$ cat config.mk
export PLATFORM = sky130hd
export DESIGN_NAME = ps2_key_buffer_flat
export DESIGN_NICKNAME = d
export VERILOG_FILES = /design/src/rtl/ps2_pkg.sv /design/src/rtl/ps2_key_buffer_if.sv /design/src/rtl/ps2_rx.sv /design/src/rtl/ps2_key_buffer.sv /design/src/flat_wrapper.sv
export SDC_FILE = /design/constraint.sdc
export NUM_CORES = 1
export LEC_CHECK = 0
export BUFFER_PORTS_ARGS = -buffer_cell sky130_fd_sc_hd__buf_2
export CORE_MARGIN = 5
export CORE_UTILIZATION = 60
export DETAILED_ROUTE_END_ITERATION = 10
export PLACE_DENSITY = 0.77
export SLEW_MARGIN = 20
export SYNTH_ARGS = -nofsm -noshare
export SYNTH_HDL_FRONTEND = slang
export SYNTH_SLANG_ARGS = --single-unit
$ cat constraint.sdc
create_clock -name clk -period 8.3 [get_ports clk]
set_clock_uncertainty 0.05 [all_clocks]
set_input_delay 0 -clock clk [delete_from_list [all_inputs] [get_ports clk]]
set_output_delay 0 -clock clk [all_outputs]
set_load 0.1 [all_outputs]
$ cat src/rtl/ps2_pkg.sv
// Shared PS/2 constants, key-event layout and receiver state encoding.
package ps2_pkg;

  localparam logic [7:0] PS2_PREFIX_EXT = 8'hE0;
  localparam logic [7:0] PS2_PREFIX_BRK = 8'hF0;
  localparam int unsigned KEY_EVENT_W   = 10;

  // Queued key event: rel at bit 9, ext at bit 8, scan code below.
  typedef struct packed {
    logic       rel;
    logic       ext;
    logic [7:0] code;
  } key_event_t;

  typedef enum logic [1:0] {StIdle, StData, StParity, StStop} rx_state_e;

endpackage

$ cat src/rtl/ps2_key_buffer_if.sv
// CPU-side bus of the key buffer: read strobe, head entry and status.
interface ps2_key_buffer_if #(
  parameter int unsigned DEPTH = 16
) ();
  import ps2_pkg::*;

  localparam int unsigned CW = $clog2(DEPTH) + 1;

  logic                   raw_mode;
  logic                   rd;
  logic                   ovf_clr;
  logic [KEY_EVENT_W-1:0] rd_data;
  logic                   empty;
  logic [CW-1:0]          count;
  logic                   irq;
  logic                   overflow;

  modport master (
    output raw_mode, rd, ovf_clr,
    input  rd_data, empty, count, irq, overflow
  );

  modport slave (
    input  raw_mode, rd, ovf_clr,
    output rd_data, empty, count, irq, overflow
  );
endinterface

$ cat src/rtl/ps2_rx.sv
// PS/2 frame receiver: pin synchroniser, ps2_clk glitch filter, idle timeout
// and start/data/parity/stop framing.
module ps2_rx
  import ps2_pkg::*;
#(
  parameter int unsigned FILTER_LEN = 8,
  parameter int unsigned TIMEOUT    = 50000
) (
  input  logic       clk,
  input  logic       reset,
  input  logic       ps2_clk,
  input  logic       ps2_data,
  output logic [7:0] rx_byte,
  output logic       byte_valid,
  output logic       frame_err
);

  localparam int unsigned FW = $clog2(FILTER_LEN + 1);
  localparam int unsigned TW = $clog2(TIMEOUT + 1);

  logic [1:0]    clk_sync_q, data_sync_q;
  logic          filt_q;
  logic [FW-1:0] filt_cnt_q;
  logic [TW-1:0] tmo_q;
  rx_state_e     state_q;
  logic [2:0]    bit_cnt_q;
  logic [7:0]    shift_q;
  logic          parity_q;

  logic clk_s, data_s, edge_any, edge_fall, expired;

  assign clk_s     = clk_sync_q[1];
  assign data_s    = data_sync_q[1];
  // A level change is accepted on the FILTER_LEN-th consecutive differing sample.
  assign edge_any  = (clk_s != filt_q) && (filt_cnt_q == FW'(FILTER_LEN - 1));
  assign edge_fall = edge_any && filt_q;
  assign expired   = (tmo_q == TW'(TIMEOUT - 1)) && !edge_any;

  // Two-flop synchronisers for both pins; idle level is high.
  always_ff @(posedge clk) begin
    if (reset) begin
      clk_sync_q  <= 2'b11;
      data_sync_q <= 2'b11;
    end else begin
      clk_sync_q  <= {clk_sync_q[0], ps2_clk};
      data_sync_q <= {data_sync_q[0], ps2_data};
    end
  end

  // ps2_clk filter and edge-to-edge timeout counter.
  always_ff @(posedge clk) begin
    if (reset) begin
      filt_q     <= 1'b1;
      filt_cnt_q <= '0;
      tmo_q      <= '0;
    end else begin
      if (clk_s == filt_q) begin
        filt_cnt_q <= '0;
      end else if (edge_any) begin
        filt_q     <= clk_s;
        filt_cnt_q <= '0;
      end else begin
        filt_cnt_q <= filt_cnt_q + 1'b1;
      end
      if (edge_any) begin
        tmo_q <= '0;
      end else if (tmo_q != TW'(TIMEOUT - 1)) begin
        tmo_q <= tmo_q + 1'b1;
      end
    end
  end

  // Frame FSM, sampling data on filtered falling edges; outputs registered.
  always_ff @(posedge clk) begin
    if (reset) begin
      state_q    <= StIdle;
      bit_cnt_q  <= '0;
      shift_q    <= '0;
      parity_q   <= 1'b0;
      rx_byte    <= '0;
      byte_valid <= 1'b0;
      frame_err  <= 1'b0;
    end else begin
      byte_valid <= 1'b0;
      frame_err  <= 1'b0;
      if (expired && state_q != StIdle) begin
        state_q <= StIdle;
      end else if (edge_fall) begin
        unique case (state_q)
          StIdle: begin
            if (!data_s) begin
              state_q   <= StData;
              bit_cnt_q <= '0;
            end
          end
          StData: begin
            shift_q   <= {data_s, shift_q[7:1]};
            bit_cnt_q <= bit_cnt_q + 1'b1;
            if (bit_cnt_q == 3'd7) state_q <= StParity;
          end
          StParity: begin
            parity_q <= data_s;
            state_q  <= StStop;
          end
          StStop: begin
            state_q <= StIdle;
            if (data_s && (^{shift_q, parity_q})) begin
              rx_byte    <= shift_q;
              byte_valid <= 1'b1;
            end else begin
              frame_err <= 1'b1;
            end
          end
          default: state_q <= StIdle;
        endcase
      end
    end
  end

endmodule

$ cat src/rtl/ps2_key_buffer.sv
// PS/2 key-event buffer: prefix decoder feeding a first-word-fall-through FIFO.
module ps2_key_buffer
  import ps2_pkg::*;
#(
  parameter int unsigned DEPTH      = 16,
  parameter int unsigned FILTER_LEN = 8,
  parameter int unsigned TIMEOUT    = 50000
) (
  input  logic                    clk,
  input  logic                    reset,
  input  logic                    ps2_clk,
  input  logic                    ps2_data,
  ps2_key_buffer_if.slave         bus
);

  localparam int unsigned PW = $clog2(DEPTH);
  localparam int unsigned CW = PW + 1;

  logic [7:0] rx_byte;
  logic       byte_valid;
  logic       unused_frame_err;

  ps2_rx #(
    .FILTER_LEN (FILTER_LEN),
    .TIMEOUT    (TIMEOUT)
  ) u_rx (
    .clk        (clk),
    .reset      (reset),
    .ps2_clk    (ps2_clk),
    .ps2_data   (ps2_data),
    .rx_byte    (rx_byte),
    .byte_valid (byte_valid),
    .frame_err  (unused_frame_err)
  );

  logic       ext_q, rel_q, raw_q, push_q;
  key_event_t push_data_q;

  // Prefix decoder; a raw_mode change drops any pending prefix.
  always_ff @(posedge clk) begin
    if (reset) begin
      ext_q       <= 1'b0;
      rel_q       <= 1'b0;
      raw_q       <= 1'b0;
      push_q      <= 1'b0;
      push_data_q <= '0;
    end else begin
      push_q <= 1'b0;
      raw_q  <= bus.raw_mode;
      if (byte_valid) begin
        if (bus.raw_mode) begin
          push_q      <= 1'b1;
          push_data_q <= '{rel: 1'b0, ext: 1'b0, code: rx_byte};
        end else if (rx_byte == PS2_PREFIX_EXT) begin
          ext_q <= 1'b1;
        end else if (rx_byte == PS2_PREFIX_BRK) begin
          rel_q <= 1'b1;
        end else begin
          push_q      <= 1'b1;
          push_data_q <= '{rel: rel_q, ext: ext_q, code: rx_byte};
          ext_q       <= 1'b0;
          rel_q       <= 1'b0;
        end
      end
      if (bus.raw_mode != raw_q) begin
        ext_q <= 1'b0;
        rel_q <= 1'b0;
      end
    end
  end

  key_event_t    mem [DEPTH];
  logic [PW-1:0] wr_ptr_q, rd_ptr_q;
  logic [CW-1:0] count_q;
  logic          ovf_q;
  logic          is_empty, is_full, pop, accept, drop;

  assign is_empty = (count_q == '0);
  assign is_full  = (count_q == CW'(DEPTH));
  assign pop      = bus.rd && !is_empty;
  // Pop frees the head slot this cycle, so a push on full with pop is accepted.
  assign accept   = push_q && (!is_full || pop);
  assign drop     = push_q && is_full && !pop;

  // FIFO storage, pointers, occupancy and sticky overflow.
  always_ff @(posedge clk) begin
    if (reset) begin
      wr_ptr_q <= '0;
      rd_ptr_q <= '0;
      count_q  <= '0;
      ovf_q    <= 1'b0;
    end else begin
      if (accept) begin
        mem[wr_ptr_q] <= push_data_q;
        wr_ptr_q      <= wr_ptr_q + 1'b1;
      end
      if (pop) rd_ptr_q <= rd_ptr_q + 1'b1;
      if (accept && !pop) begin
        count_q <= count_q + 1'b1;
      end else if (!accept && pop) begin
        count_q <= count_q - 1'b1;
      end
      if (drop) begin
        ovf_q <= 1'b1;
      end else if (bus.ovf_clr) begin
        ovf_q <= 1'b0;
      end
    end
  end

  // Head entry falls through; forced to zero when empty.
  always_comb begin
    bus.rd_data  = is_empty ? '0 : mem[rd_ptr_q];
    bus.empty    = is_empty;
    bus.irq      = !is_empty;
    bus.count    = count_q;
    bus.overflow = ovf_q;
  end

endmodule

$ cat src/flat_wrapper.sv
// flat-port wrapper written by rule: the top's interface ports become plain ports
module ps2_key_buffer_flat import ps2_pkg::*;
#(
  parameter int unsigned DEPTH      = 16,
  parameter int unsigned FILTER_LEN = 8,
  parameter int unsigned TIMEOUT    = 50000
)
  (clk, reset, ps2_clk, ps2_data, bus_raw_mode, bus_rd, bus_ovf_clr, bus_rd_data, bus_empty, bus_count, bus_irq, bus_overflow);
  ps2_key_buffer_if #(.DEPTH(DEPTH)) bus_i ();
  input  logic clk;
  input  logic reset;
  input  logic ps2_clk;
  input  logic ps2_data;
  input wire logic [$bits(bus_i.raw_mode)-1:0] bus_raw_mode;
  input wire logic [$bits(bus_i.rd)-1:0] bus_rd;
  input wire logic [$bits(bus_i.ovf_clr)-1:0] bus_ovf_clr;
  output wire logic [$bits(bus_i.rd_data)-1:0] bus_rd_data;
  output wire logic [$bits(bus_i.empty)-1:0] bus_empty;
  output wire logic [$bits(bus_i.count)-1:0] bus_count;
  output wire logic [$bits(bus_i.irq)-1:0] bus_irq;
  output wire logic [$bits(bus_i.overflow)-1:0] bus_overflow;
  assign bus_i.raw_mode = bus_raw_mode;
  assign bus_i.rd = bus_rd;
  assign bus_i.ovf_clr = bus_ovf_clr;
  assign bus_rd_data = bus_i.rd_data;
  assign bus_empty = bus_i.empty;
  assign bus_count = bus_i.count;
  assign bus_irq = bus_i.irq;
  assign bus_overflow = bus_i.overflow;
  ps2_key_buffer #(.DEPTH(DEPTH), .FILTER_LEN(FILTER_LEN), .TIMEOUT(TIMEOUT)) u_core (.clk(clk), .reset(reset), .ps2_clk(ps2_clk), .ps2_data(ps2_data), .bus(bus_i));
endmodule
==> flow_metrics.py <==
metrics = {
    "status": {
        "run_status": "finished clean",
    },
    "timing": {
        "post-route-min-period_ns": 3.03,
        "slew-limit-headroom_pct": 32.2,
        "timing.final.crit_share_pct": 36.6,
        "worst_margin_pin_slew_ns": 1.01,
        "final-hold-violation-count": 0,
        "setup_viol": 0,
        "setup_tns_ns": 0,
        "final_max_slew_viol_count": 0,
        "clock.fmax_mhz": 330,
        "grt_setup_unrepaired": "false",
    },
    "logic_synthesis": {
        "syn_inst": 642,
        "synth_area_per_cell_um2": 14.8,
        "synth_flop_cell": "edfxtp_1",
        "synth_most_common_cell": "edfxtp_1",
        "number_of_enable_type_register_cells_in_the_synthesized_netlist": 160,
        "synth.cells.most_frequent": "160 x edfxtp_1, 80 x dfxtp_1, 75 x nor2_1",
        "synth-warning-count": 0,
        "synth_top_cell_by_area": "edfxtp_1",
        "ys_async_sr_fraction_pct": 0,
        "synth-seq-cells": 240,
        "fraction_of_the_yosys_area_taken_by_sequential_cells_pct": 67.6,
        "synth.area.top_cells": "edfxtp_1 51%, dfxtp_1 17%, mux4_2 9.5%",
        "postSynthNetCount": 668,
        "post_synth_instance_area_um2": 9470,
        "yosysTopAreaCellShare_pct": 50.7,
        "post_synth_num_cell_types": 44,
    },
    "setup_path": {
        "worst-setup-path-type": "reg2reg",
        "worst_ep_arrival_time_ns": 3.33,
        "cp_max_fo": 5,
        "type_of_element_launching_the_critical_path": "register",
        "cp.required_ns": 8.59,
        "worst_setup_path_end_kind": "register",
    },
    "floorplanning": {
        "die-width_um": 136,
        "dieHeight_um": 136,
        "dieArea_um2": 18400,
        "io_pins": 25,
        "placementRows": 46,
        "fp.coreArea_um2": 15700,
        "start_util_pct": 60.3,
    },
    "drt": {
        "drt_wl_total_um": 18700,
        "detailroute.wirelength.met3_um": 1360,
        "dr_wl_met2_um": 9020,
        "routed_wire_length_per_instance_um": 20.6,
        "via_per_inst": 5.90,
        "detail_route.iter0.violations": 405,
        "antenna_violating_nets_post_route": 0,
        "first_pass_iters": 4,
        "dr_total_vias": 5353,
        "post-route-drc-count": 0,
        "routed_metal_1_wirelength_um": 7940,
        "top_signal_layer_used": "met4",
    },
    "cts": {
        "cts_made_buffers": 24,
        "cts_setup_buffers": 0,
        "clkLatencyLatePin_ns": 0.51,
        "tritoncts": "built",
        "clock_tree.root_cell": "clkbuf_16",
        "ctsHtreeMaxLevel": 1,
        "cts_sinks": 240,
        "clock_path_buffers": 3,
        "path_clk_slew_ns": 0.06,
    },
    "power": {
        "pd_cells_nw_per_um2": 216,
        "report.power.total_mw": 2.29,
        "vdd_ir_drop_max_mv": 0.156,
        "power.static_leakage_nw": 3.87,
    },
    "final_layout": {
        "fraction_of_layout_cells_with_a_size_suffix_above_1_pct": 16.5,
        "layout.cell_area.non_filler_um2": 10600,
        "filler_cell_count": 1071,
        "fin_util_pct": 67.5,
        "antennaDiodeCount": 0,
        "post_layout_nonfiller_instances": 908,
        "final_net_count": 700,
        "syn2layout_area_growth_pct": 11.9,
    },
    "placement": {
        "portBuffers": 24,
        "post-place-cells": 858,
        "gp_congestion": 0.837,
        "place_hpwl_um": 11500,
        "placement.cell_area_um2": 9780,
    },
    "grt": {
        "grt_usage_pct": 21.2,
        "globalRouteOverflowTotal": 0,
        "grt_max_degree": 55,
        "global_route_wire_length_before_repair_um": 29900,
        "via_count_of_the_first_global_routing_pass": 5422,
        "antenna_found_initial": 0,
    },
    "job": {
        "drv.max_cap_violation_count": 0,
    },
    "hold_path": {
        "worstHoldPathType": "in2reg",
    },
}
flip-flops by register name (all words and copies together), names as in the netlist, 2 cells and up, named ones only:
signal and cells:
u_core.push_data_q 10, u_core.wr_ptr_q 4, u_core.u_rx.clk_sync_q 2, u_core.mem 160
u_core.u_rx.tmo_q 16, u_core.bus.count 5, u_core.u_rx.state_q 2, u_core.u_rx.shift_q 8
u_core.u_rx.bit_cnt_q 3, u_core.u_rx.rx_byte 8, u_core.u_rx.data_sync_q 2, u_core.u_rx.filt_cnt_q 4
u_core.rd_ptr_q 4
cells by family (layout without fill, tap and decap cells):
| logic type | after synthesis | count (layout) | synth area share, % |
|---|---|---|---|
| xor gates and xnor gates | 35 | 35 | 3.38 |
| adders and majority gates | 19 | 19 | 2.59 |
| muxes | 57 | 57 | 11.3 |
| buffers and inverters | 45 | 95 | 1.94 |
| and+or+nand+nor | 180 | 180 | 8.92 |
| AOI/OAI and AO/OA | 66 | 66 | 4.23 |
| DFF | 240 | 240 | 67.6 |
where the power goes:
part	switching [mW]	internal [mW]	total, mW
sequential	0.00226	1.26	1.26
combinational	0.00909	0.00578	0.0149
clock	0.418	0.598	1.02
total	0.429	1.87	2.29
critical path, cell delays in order (launching register included):
cell and delay, ns:
dfxtp_1 0.36, nor4_2 0.41, nand2b_1 0.14, and2_1 0.24, inv_2 0.08, ha_1 0.21, inv_1 0.12, ha_1 0.30
nor2b_1 0.13, o21a_1 0.17, or3_1 0.30, a21oi_1 0.18, xnor2_1 0.14, nor2_1 0.06
metal layers:
layer	vias up	GRT usage (%)
li1	2459	-
met1	2668	30.5
met2	190	34.2
met3	36	3.75
met4	0	4.98
met5	-	0
cells in the final DEF (no fill, tap or decap), drive strengths merged, types with 18 or more instances in the layout:
cell | synthesis | routed
edfxtp | 160 | 160
a21oi | 34 | 34
dfxtp | 80 | 80
mux4 | 40 | 40
nor2 | 75 | 75
clkbuf | 15 | 38
nand2 | 37 | 37
ha | 18 | 18
buf | 15 | 30
a22oi | 22 | 22
cell type report:
type,count,area (um^2),share of cell area (%)
clock buffer,38,724,6.83
clock inverter,6,33.8,0.319
inverter,15,56.3,0.531
multi-input combinational,357,2890,27.2
sequential,240,6410,60.4
tap,216,270,2.55
timing repair buffer,36,225,2.12
through the flow:
stage / worst slack (ns) / hold slack, ns
2_1_floorplan: 3.84 / 0.0538
3_3_place_gp: 5.39 / 0.139
3_5_place_dp: 5.26 / 0.136
4_1_cts: 5.24 / 0.0838
5_1_grt: 5.03 / 0.124
6_report: 5.27 / 0.0841
worst paths after layout:
check                             start                          to  slack (ns)  depth (start not counted)
max                 u_core.bus.count[0]         u_core.bus.count[4]        5.27                         13
min                               reset        u_core.u_rx.parity_q        0.08                          2
max reg2reg         u_core.bus.count[0]         u_core.bus.count[4]        5.27                         13
min reg2reg  u_core.u_rx.data_sync_q[0]  u_core.u_rx.data_sync_q[1]        0.36                          1
timing repair:
item	CTS	global route
gates resized for setup	0	0
endpoints found under the hold margin	8	0
hold buffers	6	0
endpoints found under the setup margin	0	0
(Power assumes the default switching activity.)
